`src/rtl/seg7_pkg.sv`:
```
// Shared types and constants for the four-digit seven-segment scan controller.
// The segment table is active-low, ordered {a,b,c,d,e,f,g}, indexed by hex value.
package seg7_pkg;

    typedef enum logic {
        ST_BLANK = 1'b0,
        ST_ON    = 1'b1
    } state_e;

    localparam int NUM_DIGITS = 4;

    localparam logic [15:0][6:0] SEG_TABLE = {
        7'b0111000,  // F
        7'b0110000,  // E
        7'b1000010,  // d
        7'b0110001,  // C
        7'b1100000,  // b
        7'b0001000,  // A
        7'b0000100,  // 9
        7'b0000000,  // 8
        7'b0001111,  // 7
        7'b0100000,  // 6
        7'b0100100,  // 5
        7'b1001100,  // 4
        7'b0000110,  // 3
        7'b0010010,  // 2
        7'b1001111,  // 1
        7'b0000001   // 0
    };

endpackage

```
`src/rtl/hex_to_seg7.sv`:
```
// Combinational hex nibble to active-low seven-segment pattern decoder.
module hex_to_seg7
    import seg7_pkg::*;
(
    input  logic [3:0] nib_i,
    output logic [6:0] seg_o
);

    assign seg_o = SEG_TABLE[nib_i];

endmodule

```
`src/rtl/seg7_scan_scheduler.sv`:
```
// Scan controller: alternates dark blanking slots with one lit digit, latching
// new display values only on the frame-start commit edge so frames never tear.
module seg7_scan_scheduler
    import seg7_pkg::*;
#(
    parameter int N         = 8,
    parameter int ON_CYC    = 50000,
    parameter int BLANK_CYC = 1000
) (
    input  logic         clk,
    input  logic         reset,
    input  logic [N-1:0] data_in,
    input  logic         data_valid,
    output logic [3:0]   an,
    output logic [6:0]   seg,
    output logic         frame_done
);

    localparam int MAX_CYC = (ON_CYC > BLANK_CYC) ? ON_CYC : BLANK_CYC;
    localparam int CW      = $clog2(MAX_CYC + 1);
    localparam logic [CW-1:0] ON_LAST    = CW'(ON_CYC - 1);
    localparam logic [CW-1:0] BLANK_LAST = CW'(BLANK_CYC - 1);
    localparam logic [2:0]    USED_DIGITS = 3'((N + 3) / 4);

    state_e        state_q, state_d;
    logic [1:0]    idx_q, idx_d;
    logic [CW-1:0] cnt_q, cnt_d;
    logic [N-1:0]  disp_q, disp_d;
    logic [N-1:0]  pend_q, pend_d;
    logic          pend_v_q, pend_v_d;
    logic [3:0]    an_q, an_d;
    logic [6:0]    seg_q, seg_d;
    logic          frame_done_q, frame_done_d;
    logic          commit_s;
    logic [15:0]   disp_ext_s;
    logic [3:0]    nib_s;
    logic [6:0]    seg_dec_s;

    // Outputs are decoded from the next state so they change on the same edge.
    assign disp_ext_s = 16'(disp_d);
    assign nib_s      = disp_ext_s[{idx_d, 2'b00} +: 4];

    hex_to_seg7 u_dec (
        .nib_i (nib_s),
        .seg_o (seg_dec_s)
    );

    // Next-state logic: slot sequencing, value capture/commit and output decode.
    always_comb begin
        state_d      = state_q;
        idx_d        = idx_q;
        cnt_d        = cnt_q + {{(CW-1){1'b0}}, 1'b1};
        frame_done_d = 1'b0;
        commit_s     = 1'b0;
        disp_d       = disp_q;
        pend_d       = pend_q;
        pend_v_d     = pend_v_q;
        an_d         = 4'b1111;
        seg_d        = 7'b1111111;

        case (state_q)
            ST_BLANK: begin
                if (cnt_q == BLANK_LAST) begin
                    state_d  = ST_ON;
                    cnt_d    = '0;
                    commit_s = (idx_q == 2'd0);
                end else begin
                    state_d = ST_BLANK;
                end
            end
            ST_ON: begin
                if (cnt_q == ON_LAST) begin
                    state_d      = ST_BLANK;
                    cnt_d        = '0;
                    idx_d        = idx_q + 2'd1;
                    frame_done_d = (idx_q == 2'd3);
                end else begin
                    state_d = ST_ON;
                end
            end
            default: begin
                state_d = ST_BLANK;
                cnt_d   = '0;
            end
        endcase

        if (data_valid) begin
            pend_d   = data_in;
            pend_v_d = 1'b1;
        end else begin
            pend_d   = pend_q;
        end

        // A strobe landing on the commit edge bypasses the pending register.
        if (commit_s) begin
            if (data_valid) begin
                disp_d = data_in;
            end else if (pend_v_q) begin
                disp_d = pend_q;
            end else begin
                disp_d = disp_q;
            end
            pend_v_d = 1'b0;
        end else begin
            disp_d = disp_q;
        end

        // Digits beyond the data width stay dark but still occupy their slot.
        if (state_d == ST_ON && {1'b0, idx_d} < USED_DIGITS) begin
            an_d  = ~(4'b0001 << idx_d);
            seg_d = seg_dec_s;
        end else begin
            an_d  = 4'b1111;
            seg_d = 7'b1111111;
        end
    end

    // State, data and output registers with synchronous reset.
    always_ff @(posedge clk) begin
        if (reset) begin
            state_q      <= ST_BLANK;
            idx_q        <= 2'd0;
            cnt_q        <= '0;
            disp_q       <= '0;
            pend_q       <= '0;
            pend_v_q     <= 1'b0;
            an_q         <= 4'b1111;
            seg_q        <= 7'b1111111;
            frame_done_q <= 1'b0;
        end else begin
            state_q      <= state_d;
            idx_q        <= idx_d;
            cnt_q        <= cnt_d;
            disp_q       <= disp_d;
            pend_q       <= pend_d;
            pend_v_q     <= pend_v_d;
            an_q         <= an_d;
            seg_q        <= seg_d;
            frame_done_q <= frame_done_d;
        end
    end

    assign an         = an_q;
    assign seg        = seg_q;
    assign frame_done = frame_done_q;

endmodule

```
`config.mk`:
```
export PLATFORM = sky130hd
export DESIGN_NAME = seg7_scan_scheduler
export DESIGN_NICKNAME = d
export VERILOG_FILES = /design/src/rtl/seg7_pkg.sv /design/src/rtl/hex_to_seg7.sv /design/src/rtl/seg7_scan_scheduler.sv
export SDC_FILE = /design/constraint.sdc
export NUM_CORES = 1
export LEC_CHECK = 0
export BUFFER_PORTS_ARGS = -buffer_cell sky130_fd_sc_hd__buf_2
export CAP_MARGIN = 20
export CORE_MARGIN = 3
export CORE_UTILIZATION = 51
export DETAILED_ROUTE_END_ITERATION = 8
export PLACE_DENSITY = 0.73
export SLEW_MARGIN = 20
export SYNTH_ARGS = -nofsm -noshare
export SYNTH_HDL_FRONTEND = slang
export SYNTH_SLANG_ARGS = --single-unit
export TNS_END_PERCENT = 50
```
`constraint.sdc`:
```
create_clock -name clk -period 3.25 [get_ports clk]
set_input_delay 0.1625 -clock clk [delete_from_list [all_inputs] [get_ports clk]]
set_output_delay 0.1625 -clock clk [all_outputs]
set_load 0.01 [all_outputs]
```
==> summary.md <==
| Metric | Value |
|---|---|
| Crit path DAT | `~3.4 ns` |
| Ys async rst share | `0%` |
| Sequential area share after synthesis | `42.4%` |
| Net Sw Power | `roughly 0.23 mW` |
| Slew Limit Fails | `0` |
| Total of max-cap violations | `0` |
| Maximum clock frequency | `approximately 0.31 GHz` |
| Crit-path slowest cell | `or4_4` |
| WL final | `roughly 4500 um` |
| CTS Buf Count | `5` |
| Cell Chain, Critical Path | `or4b_4 > or4_4 > or3_4 > nor2_4 > a21oi_2 > mux2i_2 > nand2_2 > ha_2 > mux2_1 > a221o_1` |
| Crit path required time | `about 3.4 ns` |
| Crit Path Class | `reg -> reg` |
| Largest net degree at the start of global routing | `24` |
| Fin util | `67.1%` |
| Worst Tran Pin Value | `roughly 0.68 ns` |
| RR Startpoint | `cnt_q[15]` |
| Crit end category | `flop` |
| First-pass DRT Iterations | `5` |
| Power per cell area | `387 nW/um^2` |
| Fin. Hold Viols | `0` |
| Int Power | `0.846 mW` |
| Skew final | `0.00919 ns` |
| Clock Sinks | `48` |
| Htree depth | `2` |
| RR Endpoint | `seg[0]` |
| Number of flops mapped to enable cells by yosys | `0` |
| Final worst path period need | `roughly 3.2 ns` |
| Boundary Pins | `23` |
| Area Overhead vs Synth | `22.8%` |
| Critical path endpoint | `seg[0]` |
| Lkg Pwr | `~1.1 nW` |
| Setup Viol. Count Final | `0` |
| Vias/cell | `roughly 5.2` |
| Port bufs | `22` |
| Max incr delay on CP | `0.54 ns` |
| Remaining routing DRC violations | `0` |
| Yosys reg bits | `48` |
| Worst-case clock buffer depth | `2` |
| Hold_buf cts | `0` |
| CTS tree | `done` |
| Core Box Area | `4140 um^2` |
| Starting Density | `a little over half` |
| Seq pwr share | `a little under three fifths` |
| Die height | `between 70 and 80 um` |
| Area of the mapped netlist | `between 2000 and 2500 um^2` |
| Clk slew on worst S/H paths | `roughly 0.09 ns` |
| Delay-heaviest family, CP | `simple AND/OR/NAND/NOR gates` |
| Final WS setup | `approximately 0.067 ns` |
| CP Buf/Inv Count | `0` |
| Clk pwr share | `around 40%` |
| Vias post-DR | `roughly 1.8k` |
| Site row count | `23` |
| RSZ-0062 raised after global routing | `yes` |
| Register area | `962 um^2` |
| R2r setup slk | `around 0.067 ns` |
| ANT nets after route | `0` |
| Final period utilization | `97.9%` |
| Sw frac | `between 20% and 30%` |
| NumNets Final | `between 300 and 400` |
| First-pass GRT wire length | `about 7700 um` |
| Maximum VDD drop | `0.294 mV` |
| Status | `completed` |
| Multi-input logic area | `1290 um^2` |
| DP Wirelength | `3220 um` |
| Synth warnings | `0` |
| Combinational Power Share | `4.2%` |
| Die Wd | `72.6 um` |
| CP Launch Point | `cnt_q[15]` |
| Crit path max fanout | `5` |
| Post-synth cell types | `50` |
| Max transition margin | `roughly 55%` |
| Average wire per standard cell | `approximately 13 um` |
| CP Launch Type | `flop` |
| Worst hold path type | `in -> reg` |
| Layout cells sized above 1 | `approximately a third` |
| Initial antenna violation count | `0` |
| Most used flip-flop cell after synthesis | `dfxtp_1` |
| First-iteration detailed-routing DRC count | `111` |
| Skew-Pair Late Insertion Delay | `0.30 ns` |
| Gr usage total | `about 18%` |
| Vias in the first global route | `1695` |
| R2r worst-path depth | `10` |
| Grt total ovfl | `0` |
| Number of fillers in the final layout | `between 300 and 400` |
| ANT cells | `0` |
| CTS root buf | `clkbuf_8` |
| Syn Area/Cell | `9.68 um^2` |
| Gate Count Post-Synth | `234` |
| Die area | `around 5300 um^2` |
| Crit path depth | `10` |
| Dpl ws | `0.00502 ns` |
| Final GP Congestion | `between 0.8 and 0.9` |
==> through the flow <==
step	TNS (ns)	instance area, um^2	std cells	hold WS [ns]	power (mW)
finish	0	2780	335	0.113	1.08
global route	-0.210	2780	335	0.132	1.10
CTS	0	2720	332	0.114	1.08
detailed placement	0	2600	324	0.428	0.661
global placement	0	2600	324	0.419	0.660
floorplan	0	2290	235	0.255	0.645
==> power groups by stage <==
stage	Sequential [mW]	Combinational [mW]	Clock [mW]
floorplan	0.617	0.0285	0
global placement	0.617	0.0432	0
detailed placement	0.617	0.0438	0
CTS	0.603	0.0445	0.433
global route	0.605	0.0519	0.448
finish	0.603	0.0450	0.429
==> area by class of cell <==
| class | instances | share of cell area, % |
|---|---|---|
| clock buffers | 5 | 2.48 |
| inverters | 8 | 1.08 |
| repair buffers | 50 | 11.5 |
| flip-flops and latches | 48 | 34.6 |
| multi-input cells | 171 | 46.5 |
| well taps | 50 | 2.25 |
| clock inverters | 3 | 1.53 |
==> synth_stat cells (3+ instances only) <==
| library cell | count | area (um^2) |
|---|---|---|
| a21oi_1 | 4 | 20.0 |
| xor2_1 | 7 | 61.3 |
| mux2i_1 | 14 | 140 |
| dfxtp_1 | 48 | 961 |
| xnor2_1 | 8 | 70.1 |
| and3b_1 | 3 | 26.3 |
| buf_6 | 3 | 33.8 |
| nor2_1 | 41 | 154 |
| ha_1 | 9 | 113 |
| nand3_1 | 7 | 35.0 |
| nor4_1 | 4 | 25.0 |
| o221ai_1 | 3 | 26.3 |
| nand4_1 | 6 | 37.5 |
| inv_1 | 7 | 26.3 |
| nand2b_1 | 4 | 25.0 |
| clkbuf_1 | 3 | 11.3 |
| mux2_2 | 5 | 56.3 |
| nand2_1 | 11 | 41.3 |
| and3_1 | 5 | 31.3 |
| nor2b_1 | 5 | 31.3 |
==> worst min-delay path by stage <==
stage                           from         to  slack [ns]  cells past startpoint
after floorplan                reset    state_q        0.25                      1
after global placement    data_in[6]  pend_q[6]        0.42                      3
after detailed placement  data_in[2]  pend_q[2]        0.43                      3
after CTS                 data_in[6]  pend_q[6]        0.11                      3
after global routing      data_in[6]  pend_q[6]        0.13                      3
final                     data_in[6]  pend_q[6]        0.11                      3
==> worst min-delay path: cells and delay by family <==
kind	cells	cell delay (ns)
buf+inv	1	0.09
simple gates	1	0.07
mux	1	0.06
==> layout by cell type (no fill, tap or decap), types with 5 or more instances in the layout <==
cell type  instances
dfxtp_1           47
nor2_1            39
buf_4             28
buf_2             22
mux2i_1           11
nand2_1            9
xnor2_1            8
xor2_1             7
nand3_1            7
ha_1               7
nand4_1            6
inv_1              5
and3_1             5
mux2_2             5
nor2b_1            5
clkbuf_8           5
==> sequential cells by signal (all words and copies together) (netlist names), 2 cells and up <==
register,flops
seg,7
an,4
cnt_q,16
idx_q,2
disp_q,8
pend_q,8
==> timing repair <==
item,4_1_cts,5_1_grt
endpoints found under the setup margin,4,7
hold endpoints to repair,0,0
setup buffers,0,3
pin swaps,1,2
resized for setup,2,11
==> cell families (layout without fill, tap and decap cells) <==
family / after synthesis / count (layout) / synth area share, %
other cells: 1 / 2 / 0.166
fa+ha+maj: 9 / 9 / 4.97
xor+xnor: 16 / 16 / 7.02
compound gates: 22 / 22 / 7.96
mux: 21 / 21 / 9.78
flops: 48 / 48 / 42.4
simple gates: 101 / 101 / 23.9
buf+inv: 16 / 66 / 3.81
==> per-layer routing <==
layer / routed length, um / track usage, % / vias to the layer above
met3: 173 / 3.31 / 5
met5: 0 / 0 / -
met1: 2220 / 25.4 / 799
met4: 40 / 6.15 / 0
li1: - / - / 911
met2: 2080 / 28.9 / 36
(Power assumes the default switching activity.)
